### src/rtl/exec_seq_ctrl.sv
// Multi-cycle fetch/decode/execute/memory/writeback sequencer with commit strobes and instret.
// Define EXEC_SEQ_TIMEOUT_EN to add a per-stage wait counter that traps into ERR after TIMEOUT cycles.
module exec_seq_ctrl #(
  parameter int unsigned CNT_W   = 32,
  parameter int unsigned TIMEOUT = 255
) (
  input  logic             clock,
  input  logic             reset,
  input  logic             start,
  output logic             ifu_reqValid,
  input  logic             ifu_respValid,
  output logic             idu_reqValid,
  input  logic             idu_respValid,
  output logic             exu_reqValid,
  input  logic             exu_respValid,
  output logic             lsu_reqValid,
  input  logic             lsu_respValid,
  input  logic             dec_mem_op,
  input  logic             dec_rd_we,
  input  logic             dec_halt,
  output logic             pc_we,
  output logic             rf_we,
  output logic             retire,
  output logic [CNT_W-1:0] instret,
  output logic             busy,
  output logic             halted,
  output logic [2:0]       state_dbg,
  output logic             timeout_err
);

  localparam logic [2:0] S_IDLE   = 3'd0;
  localparam logic [2:0] S_FETCH  = 3'd1;
  localparam logic [2:0] S_DECODE = 3'd2;
  localparam logic [2:0] S_EXEC   = 3'd3;
  localparam logic [2:0] S_MEM    = 3'd4;
  localparam logic [2:0] S_WB     = 3'd5;
  localparam logic [2:0] S_HALT   = 3'd6;
  localparam logic [2:0] S_ERR    = 3'd7;

  if (TIMEOUT == 0) begin : g_timeout_check
    $error("exec_seq_ctrl: TIMEOUT must be at least 1");
  end

  logic [2:0]       state;
  logic [2:0]       state_nxt;
  logic             first_q;
  logic             mem_q;
  logic             rd_q;
  logic [CNT_W-1:0] cnt_q;
  logic             owner_resp;
  logic             resp_ok;
  logic             in_stage;
  logic             tmo;

  // A response seen in the request cycle is never accepted (unit latency >= 1).
  always_comb begin
    owner_resp = 1'b0;
    case (state)
      S_FETCH:  owner_resp = ifu_respValid;
      S_DECODE: owner_resp = idu_respValid;
      S_EXEC:   owner_resp = exu_respValid;
      S_MEM:    owner_resp = lsu_respValid;
      default:  owner_resp = 1'b0;
    endcase
  end

  assign resp_ok  = owner_resp & ~first_q;
  assign in_stage = (state == S_FETCH) || (state == S_DECODE) ||
                    (state == S_EXEC)  || (state == S_MEM);

`ifdef EXEC_SEQ_TIMEOUT_EN
  localparam int unsigned WAIT_W = $clog2(TIMEOUT + 1);

  logic [WAIT_W-1:0] wait_q;

  assign tmo = in_stage && !resp_ok && ((32'(wait_q) + 32'd1) >= TIMEOUT);

  always_ff @(posedge clock or posedge reset) begin
    if (reset) begin
      wait_q <= '0;
    end else if (state_nxt != state) begin
      wait_q <= '0;
    end else if (in_stage) begin
      wait_q <= wait_q + 1'b1;
    end
  end
`else
  assign tmo = 1'b0;
`endif

  always_comb begin
    state_nxt = state;
    case (state)
      S_IDLE:   if (start) state_nxt = S_FETCH;
      S_FETCH: begin
        if (resp_ok)  state_nxt = S_DECODE;
        else if (tmo) state_nxt = S_ERR;
      end
      S_DECODE: begin
        if (resp_ok)  state_nxt = dec_halt ? S_HALT : S_EXEC;
        else if (tmo) state_nxt = S_ERR;
      end
      S_EXEC: begin
        if (resp_ok)  state_nxt = mem_q ? S_MEM : S_WB;
        else if (tmo) state_nxt = S_ERR;
      end
      S_MEM: begin
        if (resp_ok)  state_nxt = S_WB;
        else if (tmo) state_nxt = S_ERR;
      end
      S_WB:     state_nxt = start ? S_FETCH : S_IDLE;
      S_HALT:   state_nxt = S_HALT;
      default:  state_nxt = S_ERR;
    endcase
  end

  always_ff @(posedge clock or posedge reset) begin
    if (reset) begin
      state   <= S_IDLE;
      first_q <= 1'b0;
      mem_q   <= 1'b0;
      rd_q    <= 1'b0;
      cnt_q   <= '0;
    end else begin
      state   <= state_nxt;
      // Every stage is entered from a different state, so a state change marks its first cycle.
      first_q <= (state_nxt != state);
      if ((state == S_DECODE) && resp_ok) begin
        mem_q <= dec_mem_op;
        rd_q  <= dec_rd_we;
      end
      if (state == S_WB) begin
        cnt_q <= cnt_q + 1'b1;
      end
    end
  end

  assign ifu_reqValid = first_q && (state == S_FETCH);
  assign idu_reqValid = first_q && (state == S_DECODE);
  assign exu_reqValid = first_q && (state == S_EXEC);
  assign lsu_reqValid = first_q && (state == S_MEM);

  assign pc_we     = (state == S_WB);
  assign retire    = (state == S_WB);
  assign rf_we     = (state == S_WB) && rd_q;
  assign instret   = cnt_q;
  assign busy      = in_stage || (state == S_WB);
  assign halted    = (state == S_HALT);
  assign state_dbg = state;

`ifdef EXEC_SEQ_TIMEOUT_EN
  assign timeout_err = (state == S_ERR);
`else
  assign timeout_err = 1'b0;
`endif

endmodule
### config.mk
export PLATFORM = sky130hd
export DESIGN_NAME = exec_seq_ctrl
export DESIGN_NICKNAME = d
export VERILOG_FILES = /design/src/rtl/exec_seq_ctrl.sv
export SDC_FILE = /design/constraint.sdc
export NUM_CORES = 1
export LEC_CHECK = 0
export ABC_AREA = 1
export CAP_MARGIN = 20
export CORE_UTILIZATION = 45
export CTS_CLUSTER_SIZE = 30
export DETAILED_ROUTE_END_ITERATION = 8
export DONT_BUFFER_PORTS = 1
export PLACE_DENSITY = 0.67
export SLEW_MARGIN = 5
export SYNTH_ARGS = -nofsm -noshare
export SYNTH_HDL_FRONTEND = slang
export SYNTH_SLANG_ARGS = --single-unit
### constraint.sdc
create_clock -name clock -period 2.2 [get_ports clock]
set_clock_uncertainty 0.1 [all_clocks]
set_input_delay 0.66 -clock clock [delete_from_list [all_inputs] [get_ports clock]]
set_output_delay 0.66 -clock clock [all_outputs]
set_load 0.02 [all_outputs]
==> results of run 1 <==
-- how the worst max path moves through the flow --
stage | from | to | depth (start not counted)
global route | state_dbg[2]$_DFF_PP0_ | retire | 5
floorplan | state_dbg[0]$_DFF_PP0_ | ifu_reqValid | 5
finish | state_dbg[0]$_DFF_PP0_ | lsu_reqValid | 4
CTS | state_dbg[1]$_DFF_PP0_ | retire | 4
detailed placement | state_dbg[1]$_DFF_PP0_ | instret[21]$_DFFE_PP0P_ | 9
global placement | state_dbg[2]$_DFF_PP0_ | exu_reqValid | 6
-- synth_stat cells, types with 4 or more instances --
master,n,share of area
sky130_fd_sc_hd__nand3b_1,4,0.013
sky130_fd_sc_hd__inv_2,6,0.0096
sky130_fd_sc_hd__dfrtp_1,38,0.41
sky130_fd_sc_hd__inv_1,44,0.071
sky130_fd_sc_hd__nand4_1,6,0.016
sky130_fd_sc_hd__nor2_1,26,0.042
sky130_fd_sc_hd__xnor2_1,4,0.015
sky130_fd_sc_hd__nand3_1,18,0.039
sky130_fd_sc_hd__nor3_1,13,0.028
sky130_fd_sc_hd__nor2_2,4,0.011
sky130_fd_sc_hd__buf_4,5,0.016
sky130_fd_sc_hd__xor2_1,20,0.075
sky130_fd_sc_hd__nand2_1,84,0.14
-- cells by family (layout without fill, tap and decap cells) --
family / Yosys count / after routing / share of synthesized area
compound gates: 10 / 10 / 0.0263
xor+xnor: 24 / 24 / 0.0900
fa+ha+maj: 1 / 1 / 0.00536
buf+inv: 57 / 80 / 0.101
flops: 38 / 38 / 0.407
other cells: 1 / 1 / 0.00161
simple gates: 172 / 172 / 0.369
-- repair_timing --
item	4_1_cts	5_1_grt
hold buffers	0	0
resized for setup	0	4
setup endpoints to repair	0	4
-- area by class of cell --
type | count | share of cell area
sequential | 38 | 0.359
clock buffer | 7 | 0.0288
timing repair buffer | 23 | 0.0699
inverter | 50 | 0.0708
multi-input combinational | 208 | 0.440
tap | 67 | 0.0316
-- layer usage --
| layer | routed length (µm) | part of all wire | track usage |
|---|---|---|---|
| met1 | 2260 | 0.45 | 0.267 |
| met2 | 2360 | 0.46 | 0.337 |
| met3 | 392 | 0.077 | 0.0745 |
| met4 | 70 | 0.014 | 0.0726 |
| met5 | 0 | 0 | 0 |
-- sequential cells by signal (all words and copies together) (netlist names) --
signal / count
rd_q: 1
first_q: 1
mem_q: 1
state_dbg: 3
instret: 32
-- power breakdown --
group          switching (mW)  internal [mW]  leakage [nW]
clock                   0.235          0.218        0.0383
sequential                  0          0.698         0.515
combinational          0.0150        0.00135         0.809
total                   0.250          0.918          1.36
-- worst reg2reg max path, cell delays in order (launching register included) --
cell and delay (ns):
sky130_fd_sc_hd__dfrtp_1 0.52, sky130_fd_sc_hd__inv_1 0.15, sky130_fd_sc_hd__nor3_4 0.26, sky130_fd_sc_hd__nand4_4 0.17, sky130_fd_sc_hd__nor2_4 0.16, sky130_fd_sc_hd__nand2_2 0.09
sky130_fd_sc_hd__nor2_4 0.12, sky130_fd_sc_hd__nand2_1 0.08, sky130_fd_sc_hd__nand2_1 0.06, sky130_fd_sc_hd__nand2_1 0.05
-- cells in the final DEF (no fill, tap or decap), types with 2 or more instances in the layout --
cell type / instances
sky130_fd_sc_hd__nand2_1: 83
sky130_fd_sc_hd__inv_1: 44
sky130_fd_sc_hd__dfrtp_1: 37
sky130_fd_sc_hd__nor2_1: 25
sky130_fd_sc_hd__buf_4: 22
sky130_fd_sc_hd__xor2_1: 20
sky130_fd_sc_hd__nand3_1: 18
sky130_fd_sc_hd__nor3_1: 13
sky130_fd_sc_hd__inv_2: 6
sky130_fd_sc_hd__nand4_1: 6
sky130_fd_sc_hd__clkbuf_8: 5
sky130_fd_sc_hd__nor2_2: 4
sky130_fd_sc_hd__nor2_4: 4
sky130_fd_sc_hd__xnor2_1: 4
sky130_fd_sc_hd__nand3b_1: 4
sky130_fd_sc_hd__nand2_2: 3
sky130_fd_sc_hd__nor3_4: 3
sky130_fd_sc_hd__o21ai_1: 3
sky130_fd_sc_hd__o21ai_0: 3
sky130_fd_sc_hd__nand2_4: 2
sky130_fd_sc_hd__nor3_2: 2
sky130_fd_sc_hd__nor3b_1: 2
sky130_fd_sc_hd__o211ai_1: 2
sky130_fd_sc_hd__clkbuf_1: 2
==> results.md, run 1 <==
- The flow ran to the end, and the final reports show no timing, DRC or antenna violations.
- The deepest clock path buffer count is 2.
- The unique cell type count in the Yosys netlist is 30.
- Subtracting the final worst setup slack from the clock period gives 2.14 ns.
- Of all nets on the critical path, the largest fanout is 9.
- The number of buffers inserted by post-CTS setup repair is 0.
- The count of warnings emitted by yosys is 0.
- The mean routed wirelength per cell is around 13 µm.
- Once layout is complete, the cells apart from fillers number 393.
- The completed layout was analyzed and its total power is 1.17 mW.
- In the final layout, the share of cells above drive strength 1 is 0.172.
- The die covers 0.00548 mm².
- The worst path meets setup with 0.0605 ns of slack.
- Counting flops with a built-in enable in the synthesized netlist gives 0.
- The type of element launching the critical path is a flop.
- For this run, the detailed router's first-pass iteration total came to 4.
- Dividing the final minimum period by the clock period gives 0.973.
- With fillers left out, the area of the finished cells amounts to between 0.002 and 0.003 mm².
- The critical path is of the reg -> out type.
- For this run, the share of the core covered by cells in the final layout is 0.547.
- The final count of negative-setup-slack endpoints is 0.
- Based on the critical path, the design can be clocked at up to 467 MHz.
- From bottom edge to top edge, the die measures 74.0 µm.
- Buffers inserted during clock tree synthesis total 5.
- The congestion estimate from routability-driven global placement came to approximately 0.87.
- The total instance count after detailed placement is around 390.
- The worst hold path class is in -> async.
- The cell sitting at the root of the clock tree is a sky130_fd_sc_hd__clkbuf_8.
- For the worst flop-to-flop path, the logic depth is 9.
- The worst register-to-register path ends at instret[26]$_DFFE_PP0P_.
- After detailed routing, the total wire length is just over 5000 µm.
- The global-route usage over all layers is 0.211.
- Summing every instance area after synthesis gives 0.00233 mm².
- STA classifies the critical path endpoint as an output port.
- The number of antenna violations at the first check in global routing is 0.
- The register area share after synthesis is 0.407.
- The first routing iteration left roughly 110 violations.
- The source of the worst register-to-register timing path is instret[4]$_DFFE_PP0P_.
- Summed over all nets, the half-perimeter wirelength after detailed placement is 3950 µm.
- The tree built by TritonCTS fans out to 38 sinks.
- The initial standard-cell utilization of the core is 0.482.
- The first-pass GRT wire length is roughly 8800 µm.
- The clock transition at the registers of the reported paths is 0.07 ns.
- The total power divided by cell area is approximately 440 mW/mm².
- The cell type of the slowest stage on the worst timing path is sky130_fd_sc_hd__dfrtp_1.
- Counting flops and latches in the post-synthesis netlist gives 38.
- Traced cell by cell, the critical path runs through buf_4, nor2_1, nand2_1, nor2_1.
- Fill cells in the final layout number between 400 and 500.
- Data on the critical path is required at its endpoint by roughly 1.4 ns.
- TritonCTS built the clock tree.
- The die extent in x is between 70 and 80 µm.
- The cell family with the largest share of critical-path delay is simple AND/OR/NAND/NOR gates.
- The post-layout net count is around 340.
- The number of maximum-capacitance constraint violations is 0.
- The buffers plus inverters on the worst setup path is 1.
- The routed layout has roughly 2,000 vias.
- The site row count is 25.
- The primary flip-flop cell chosen by synthesis mapping is sky130_fd_sc_hd__dfrtp_1.
- The via count of the first global-routing pass is around 1,900.
- The analysis attributes to cell leakage a power of 1.36 nW.
- The area occupied by multi-input gates is between 0.001 and 0.0015 mm².
- Entering global routing, the biggest net connects 39 pins.
- The worst slack after detailed placement is between 0.3 and 0.4 ns.
- Registers take around 950 µm².
- The mean instance size in the synthesized netlist is 7.71 µm².
- Clock latency on the worst-skew pair, taken at its later pin, is 0.29 ns.
- The number of hold-slack violations in the final timing report is 0.
- In this run the standard cell core region covers 0.00485 mm².
- The net count of the mapped netlist is ~310.
- Data arrives at the worst endpoint at ~1.4 ns.
- For this run the aggregate overflow at the end of global routing stands at 0.
- The register-to-register setup slack is 0.34 ns.
- The remaining antenna violation count after routing is 0.
- The cell count after synthesis is 303.
- After detailed routing, the number of remaining DRC violations is 0.
- The hold slack is 0.276 ns.
- The share of synthesized registers carrying an async set or reset is 1.00.
- The deepest level of the CTS H-tree is 2.
- The count of port buffers added during placement is 0.
- From synthesis to final layout, the design area changed by 13.5%.
- IR analysis of the VDD net gives a maximum drop of 0.000371 V.
- The I/O pin total is 55.
- The total count of max-transition violations in the final report was 0.
- Among the stages of the critical path, the cell type that occurs most often is sky130_fd_sc_hd__nor2_1.
- The antenna diode count is 0.
- Summing all placed instances gives a cell area of roughly 0.0026 mm².
- The critical path's largest stage delay is roughly 0.4 ns.
- In the final timing run, aggregate negative setup slack is 0 ns.
- The per-cell via count in the routed design is ~5.0.
No activity file was read; power rests on OpenSTA's default activity.
==> run 2, diff against run 1 <==
- HOLD_SLACK_MARGIN: unset -> 0.02
==> results of run 2 <==
Final layout, timing and power as in run 1 (identical DEF).
